===== src/rtl/mem_arbiter.sv =====
// Two-master arbiter in front of a single-port registered block RAM.
// Round-robin or fixed priority, with a bounded per-master lock.
module mem_arbiter #(
  parameter bit RR       = 1'b1,
  parameter int LOCK_MAX = 16
) (
  input  logic        CLK,
  input  logic        RESETN,
  input  logic        M0_REQ,
  input  logic        M0_WR,
  input  logic [31:0] M0_A,
  input  logic [31:0] M0_DI,
  input  logic        M0_LOCK,
  output logic        M0_ACK,
  output logic        M0_RVALID,
  output logic [31:0] M0_DO,
  input  logic        M1_REQ,
  input  logic        M1_WR,
  input  logic [31:0] M1_A,
  input  logic [31:0] M1_DI,
  input  logic        M1_LOCK,
  output logic        M1_ACK,
  output logic        M1_RVALID,
  output logic [31:0] M1_DO,
  output logic        RAM_CS,
  output logic        RAM_WR,
  output logic [31:0] RAM_A,
  output logic [31:0] RAM_DI,
  input  logic [31:0] RAM_DO
);

  typedef enum logic [1:0] {
    FREE  = 2'd0,
    LOCK0 = 2'd1,
    LOCK1 = 2'd2
  } lock_e;

  localparam logic [7:0] LMAX = 8'(LOCK_MAX);

  lock_e      st_q, st_d;
  logic       last_q, last_d;
  logic [7:0] cnt_q, cnt_d;
  logic [1:0] owe_q, owe_d;
  logic       rv0_q, rv0_d;
  logic       rv1_q, rv1_d;
  logic       gnt0, gnt1;
  logic [7:0] cnt_inc;

  // owe_q marks a master that must win the next contended cycle
  always_comb begin
    gnt0 = 1'b0;
    gnt1 = 1'b0;
    if (RESETN) begin
      unique case (st_q)
        LOCK0: gnt0 = M0_REQ;
        LOCK1: gnt1 = M1_REQ;
        default: begin
          if (M0_REQ && M1_REQ) begin
            if (owe_q[1]) begin
              gnt1 = 1'b1;
            end else if (owe_q[0]) begin
              gnt0 = 1'b1;
            end else if (RR) begin
              gnt0 = last_q;
              gnt1 = !last_q;
            end else begin
              gnt0 = 1'b1;
            end
          end else begin
            gnt0 = M0_REQ;
            gnt1 = M1_REQ;
          end
        end
      endcase
    end
  end

  always_comb begin
    st_d    = st_q;
    last_d  = last_q;
    cnt_d   = cnt_q;
    owe_d   = owe_q;
    cnt_inc = cnt_q + 8'd1;
    rv0_d   = gnt0 && !M0_WR;
    rv1_d   = gnt1 && !M1_WR;
    if (gnt0) last_d = 1'b0;
    if (gnt1) last_d = 1'b1;
    if ((gnt0 && owe_q[0]) || (gnt1 && owe_q[1]))
      owe_d = 2'b00;
    unique case (st_q)
      LOCK0: begin
        cnt_d = cnt_inc;
        if (cnt_inc == LMAX) begin
          st_d   = FREE;
          last_d = 1'b0;
          owe_d  = 2'b10;
        end else if (!M0_LOCK) begin
          st_d = FREE;
        end
      end
      LOCK1: begin
        cnt_d = cnt_inc;
        if (cnt_inc == LMAX) begin
          st_d   = FREE;
          last_d = 1'b1;
          owe_d  = 2'b01;
        end else if (!M1_LOCK) begin
          st_d = FREE;
        end
      end
      default: begin
        if (gnt0 && M0_LOCK) begin
          st_d  = LOCK0;
          cnt_d = 8'd0;
          owe_d = 2'b00;
        end else if (gnt1 && M1_LOCK) begin
          st_d  = LOCK1;
          cnt_d = 8'd0;
          owe_d = 2'b00;
        end
      end
    endcase
  end

  always_ff @(posedge CLK) begin
    if (!RESETN) begin
      st_q   <= FREE;
      last_q <= 1'b1;
      cnt_q  <= 8'd0;
      owe_q  <= 2'b00;
      rv0_q  <= 1'b0;
      rv1_q  <= 1'b0;
    end else begin
      st_q   <= st_d;
      last_q <= last_d;
      cnt_q  <= cnt_d;
      owe_q  <= owe_d;
      rv0_q  <= rv0_d;
      rv1_q  <= rv1_d;
    end
  end

  always_comb begin
    RAM_CS = gnt0 || gnt1;
    RAM_WR = 1'b0;
    RAM_A  = 32'd0;
    RAM_DI = 32'd0;
    if (gnt0) begin
      RAM_WR = M0_WR;
      RAM_A  = M0_A;
      RAM_DI = M0_DI;
    end else if (gnt1) begin
      RAM_WR = M1_WR;
      RAM_A  = M1_A;
      RAM_DI = M1_DI;
    end
  end

  // reset low masks a pending read response in the same cycle
  assign M0_ACK    = gnt0;
  assign M1_ACK    = gnt1;
  assign M0_RVALID = rv0_q && RESETN;
  assign M1_RVALID = rv1_q && RESETN;
  assign M0_DO     = RAM_DO;
  assign M1_DO     = RAM_DO;

endmodule


===== config.mk =====
export PLATFORM = sky130hd
export DESIGN_NAME = mem_arbiter
export DESIGN_NICKNAME = d
export VERILOG_FILES = /design/src/rtl/mem_arbiter.sv
export SDC_FILE = /design/constraint.sdc
export NUM_CORES = 1
export LEC_CHECK = 0
export CORE_AREA = 2 2 118 120
export CTS_BUF_LIST = sky130_fd_sc_hd__clkbuf_4
export DETAILED_ROUTE_END_ITERATION = 8
export DIE_AREA = 0 0 120 122
export GPL_TIMING_DRIVEN = 0
export HOLD_SLACK_MARGIN = 0.03
export PLACE_DENSITY_LB_ADDON = 0.2
export SYNTH_ARGS = -nofsm -noshare
export SYNTH_HDL_FRONTEND = slang
export SYNTH_SLANG_ARGS = --single-unit

===== constraint.sdc =====
create_clock -name CLK -period 3.4 [get_ports CLK]
set_clock_uncertainty 0.2 [all_clocks]
set_input_delay 1.02 -clock CLK [delete_from_list [all_inputs] [get_ports CLK]]
set_output_delay 1.02 -clock CLK [all_outputs]
set_load 0.01 [all_outputs]

; ---- Yosys cells after proc, flatten, opt, wreduce, memory -nomap -nowiden
; Cells that the tools add are included.
[totals]
register_bits = 15
inputBits = 168
out_inout_bits = 134
elab_cells = 67
[classes]
addsub = 1
eq_ne = 5
muxes = 37
reduce_logical = 18
[op_table]
columns = cell, n
row1 = 32-bit two-way mux, 4
row2 = 8-bit two-way mux, 3
row3 = 2-bit two-way mux, 11
row4 = 1-bit two-way mux, 14
row5 = 1-bit logical AND, 9
row6 = 8-bit by 1-bit adder with 8-bit output (second input constant), 1
row7 = 8-bit by 5-bit equality test with 1-bit output (second input constant), 1
row8 = 2-bit one-hot mux with 2 select lines, 2
row9 = 3-bit != test (second input constant), 2
row10 = 1-bit one-hot mux with 2 select lines, 3
row11 = 4-bit nonzero test, 1
row12 = 1-bit logical NOT, 3
row13 = 3-bit AND reduction, 1
row14 = 3-bit nonzero test, 1
row15 = 2-bit by 1-bit equality test with 1-bit output (second input constant), 1
row16 = 2-bit equality test (second input constant), 1
row17 = 1-bit logical OR, 2
row18 = 2-bit OR reduction, 1

; ---- Depth between registers and ports, before layout
[depth]
depth_word = 12
ltp_mapped = 9
ltp_nobuf = 7

; ---- Least setup slack after synthesis
; Ideal clock, no wire load.
[synth_path]
path_type = in2out
start = input RESETN
end = output RAM_A[10]
arrival_time_ps = 2144
required_time_ps = 2180
slack_ps = 36
path_stages = 7
path_buffers = 3
path_cell_list = buf_2 > o211ai_4 > a21oi_4 > buf_6 > buf_2 > nand2_1 > o21ai_0
[synth_via]
elab_chain_len = 3
elab_cells_between_ends = 4
classes_between = 4 x mux
[synth_lines]
columns = element, line
row1 = from (decl), 8  ; input logic RESETN,
row2 = 1-bit two-way mux, 53  ; if (RESETN) begin
row3 = 32-bit two-way mux, 152  ; end else if (gnt1) begin
row4 = 32-bit two-way mux *, 148  ; if (gnt0) begin
row5 = to (decl), 27  ; output logic [31:0] RAM_A,
; Mark *: on every way between the ends. The rest lies on a longest branch, timed or not.

; ---- Final worst setup path
[layout_path]
start = input M1_REQ
end = output RAM_DI[5]
[layout_via]
elab_chain_len = 6
elab_cells_between_ends = 9
classes_between = 8 x mux / 1 x reduce/logical
[layout_lines]
columns = element, line
row1 = from (decl), 17  ; input logic M1_REQ,
row2 = 1-bit logical AND, 58  ; if (M0_REQ && M1_REQ) begin
row3 = 1-bit two-way mux, 58
row4 = 1-bit one-hot mux with 2 select lines, 54  ; unique case (st_q)
row5 = 1-bit two-way mux, 53
row6 = 32-bit two-way mux, 152
row7 = 32-bit two-way mux *, 148
row8 = to (decl), 28  ; output logic [31:0] RAM_DI,
; Marks and branches as above.

==> metrics.md <==
| Metric | Value |
|---|---|
| Status | `complete, but fails checks` |
| Failing checks | `setup timing` |
| Synthesized area | `between 2000 and 2500 um2` |
| Slew Viols, Final | `0` |
| Maximum vdd drop | `0.00008430 V` |
| Hold/Removal Path Class | `flip-flop to flip-flop` |
| Post-synth net total | `569` |
| Top-area cell type share of the netlist area | `0.2172` |
| Drc violations | `0` |
| Hold buffer count at cts | `0` |
| Hold Slack | `0.2828 ns` |
| Die Height | `122 um` |
| Avg WL per Cell | `approximately 15 um` |
| Final min period | `3.572 ns` |
| Vias in the first global route | `3641` |
| Layout area overhead | `141.5%` |
| Final Cycle Share | `1.051` |
| Routed vias | `approximately 3700` |
| Worst r2r dst | `cnt_q[7]$_SDFFE_PN0P_` |
| Fmax | `0.2800 GHz` |
| Max Cap Violations | `0` |
| DR vias/cell | `4.178` |
| Crit path DAT | `2.35 ns` |
| DIE AREA | `14640 um2` |
| Iter 0 DRT Violations | `123` |
| Asr flop ratio synth | `0` |
| Worst-path fanout max | `5` |
| Clock Tree Root | `clkbuf_4` |
| Worst Path Required | `2.18 ns` |
| H-tree depth | `1` |
| Seq/Total Area, Yosys | `0.1207` |
| Final hold vios | `0` |
| Count of cell types in the netlist | `45` |
| Clk sinks | `15` |
| Post-Synthesis Cells | `398` |
| PortBufs | `roughly 270` |
| Antenna violations before repair | `0` |
| Leak | `2.664 nW` |
| R2r worst-path depth | `10` |
| Share of layout cells above drive strength 1 | `0.4088` |
| Die X | `120 um` |
| Prevailing post-synth register cell | `dfxtp_1` |
| Synth top area cells | `nand2_1, buf_4, dfxtp_1, o21ai_0, o21ai_2` |
| Worst Tran Pin Value | `0.6502 ns` |
| Num CTS Buffers | `3` |
| Core Util, Final | `0.4450` |
| Setup TNS | `-8.353 ns` |
| Nature of the critical path endpoint | `output port` |
| Register share of total power | `0.155` |
| Cell row count | `between 40 and 50` |
| WL met3 | `754 um` |
| HP Start | `cnt_q[7]$_SDFFE_PN0P_` |
| P_sw | `449.7 uW` |
| Slew HR | `0.5626` |
| Fill cells | `1370` |
| HPWL after DPL | `10.72 mm` |
| DR top layer | `met4` |
| First-pass GRT wire length | `19.78 mm` |
| Combinational Power Share | `0.759` |
| Initial Util | `0.1843` |
| Routability cong. | `0.8555` |
| Clk Latency, worst-skew pair | `0.29 ns` |
| Final worst slack | `-0.1717 ns` |
| Avg Synthesized Cell Area | `~6.3 um2` |
| Synth Warn # | `0` |
| Metal2 WL | `7.428 mm` |
| Final wirelength | `13.67 mm` |
| P_int | `758.1 uW` |
| Metal1 wirelength | `between 5 and 6 mm` |
| Max clock buf depth | `2` |
| Synth area leader | `nand2_1` |
| Number of synthesized register bits | `15` |
| Reg2reg setup slack | `1.01 ns` |
| RSZ-0062 raised after global routing | `true` |
| Post-synth EDFFs | `0` |
| Overall Global Routing Usage | `0.1687` |
| Most frequent cell after synthesis | `nand2_1` |
| Most frequent cells after synthesis | `nand2_1, buf_4, o21ai_0, o21ai_1, o21ai_2` |
| Largest net degree at the start of global routing | `19` |
| I/O pin count | `roughly 300` |
| Pwr per Cell Area | `201.0 nW/um2` |
| Crit Reg-Reg Startpoint | `st_q[0]$_SDFFE_PN0P_` |
| Clock transition at the registers of the reported paths | `~0.10 ns` |
| Hold path depth | `1` |
| Critical Path Start Type | `primary input` |
| WS Path Type | `primary input to output port` |
| Clock power share | `0.086` |
| GR Overflow Total | `0` |
| Antenna fix cells | `0` |
| Hold Path End | `cnt_q[7]$_SDFFE_PN0P_` |
| First-pass iteration count of the detailed router | `4` |
| CTS tree | `built` |
| Final setup fails | `66` |
| Core area | `~14000 um2` |
| Nets | `~880` |
| Sw frac | `0.3723` |
| Antenna-violating nets left | `0` |
power groups by stage:
stage / logic (mW) / registers, mW / clock network [mW]
final: 0.917 / 0.187 / 0.104
after global routing: 0.977 / 0.188 / 0.112
after CTS: 0.889 / 0.187 / 0.107
after detailed placement: 0.800 / 0.191 / 0
after global placement: 0.795 / 0.190 / 0
after floorplan: 0.339 / 0.189 / 0
area by class of cell:
class / instances / area (um2) / share of cell area
Timing Repair Buffer: 308 / 2851 / 0.4745
Inverter: 3 / 11.26 / 0.001874
Clock inverter: 1 / 5.005 / 0.0008328
Multi-Input combinational cell: 290 / 1779 / 0.2961
Sequential cell: 15 / 301.5 / 0.05018
Clock buffer: 3 / 22.52 / 0.003748
Buffer: 87 / 813.3 / 0.1353
Tap cell: 180 / 225.2 / 0.03748
state kept, by name, indices dropped and copies added, names as in the netlist:
register,flops
cnt_q,8
last_q,1
owe_q,2
rv0_q,1
rv1_q,1
st_q,2
metrics by stage:
stage / std cells / setup slack [ns] / instance area, um2 / power, mW
after global placement: 847 / -1.322 / 5406 / 0.9847
after global routing: 887 / -0.2355 / 6010 / 1.277
after CTS: 887 / -0.2633 / 5826 / 1.183
after detailed placement: 847 / -1.356 / 5406 / 0.9907
final: 887 / -0.1717 / 6010 / 1.208
after floorplan: 398 / 0.03630 / 2489 / 0.5286
cells by family (layout without fill, tap and decap cells):
logic type	Yosys count	after routing	share of synthesized area
AO/OA/AOI/OAI	104	104	0.2690
adder cells (fa/ha/maj)	3	3	0.01508
buffers and inverters	93	402	0.2841
flip-flops	15	15	0.1207
AND/OR/NAND/NOR	183	183	0.3112
layer usage:
layer / vias to the layer above / GRT usage
met2: 137 / 0.3306
met5: - / 0
met4: 0 / 0.02426
met3: 8 / 0.02154
met1: 1685 / 0.1977
li1: 1876 / -
critical path, stage by stage:
cell	delay [ns]
buf_8	0.10
and4b_2	0.24
buf_6	0.12
a21oi_4	0.14
buf_6	0.15
buf_8	0.11
buf_8	0.12
nand2_2	0.05
o21ai_1	0.13
buf_2	0.17
worst max-delay path by stage:
stage / slack (ns) / depth (start not counted) / to / startpoint
floorplan: 0.04 / 7 / RAM_A[10] / RESETN
global placement: -1.32 / 9 / RAM_DI[3] / M1_REQ
detailed placement: -1.36 / 9 / RAM_DI[3] / M1_REQ
CTS: -0.26 / 11 / RAM_DI[3] / M0_REQ
global route: -0.24 / 10 / RAM_DI[1] / M1_REQ
finish: -0.17 / 10 / RAM_DI[5] / M1_REQ
cell usage in the layout (no fill, tap or decap), types with 3 or more instances in the layout:
cell,Yosys,final
o21ai_2,16,32
nor2_1,4,4
nand3_1,7,7
o21ai_0,43,9
buf_12,2,9
a21boi_0,3,3
nand2_2,1,30
a31oi_1,4,4
clkdlybuf4s50_1,0,196
and2_1,3,3
nand2_4,0,20
buf_6,1,23
nand2b_1,3,3
a21oi_1,7,7
dfxtp_1,15,14
clkbuf_4,0,5
o21a_1,3,3
buf_8,5,14
buf_4,67,78
o21ai_1,17,35
clkbuf_16,0,3
nand2_1,144,95
buf_2,3,63
nor2b_1,8,8
inv_1,3,3
what timing repair did:
| action | CTS | global route |
|---|---|---|
| setup buffers | 30 | 4 |
| gates resized for setup | 446 | 63 |
| endpoints found under the hold margin | 0 | 0 |
| pin swaps | 31 | 44 |
| setup endpoints to repair | 70 | 68 |
| gates cloned | 7 | 1 |
(Power assumes the default switching activity.)
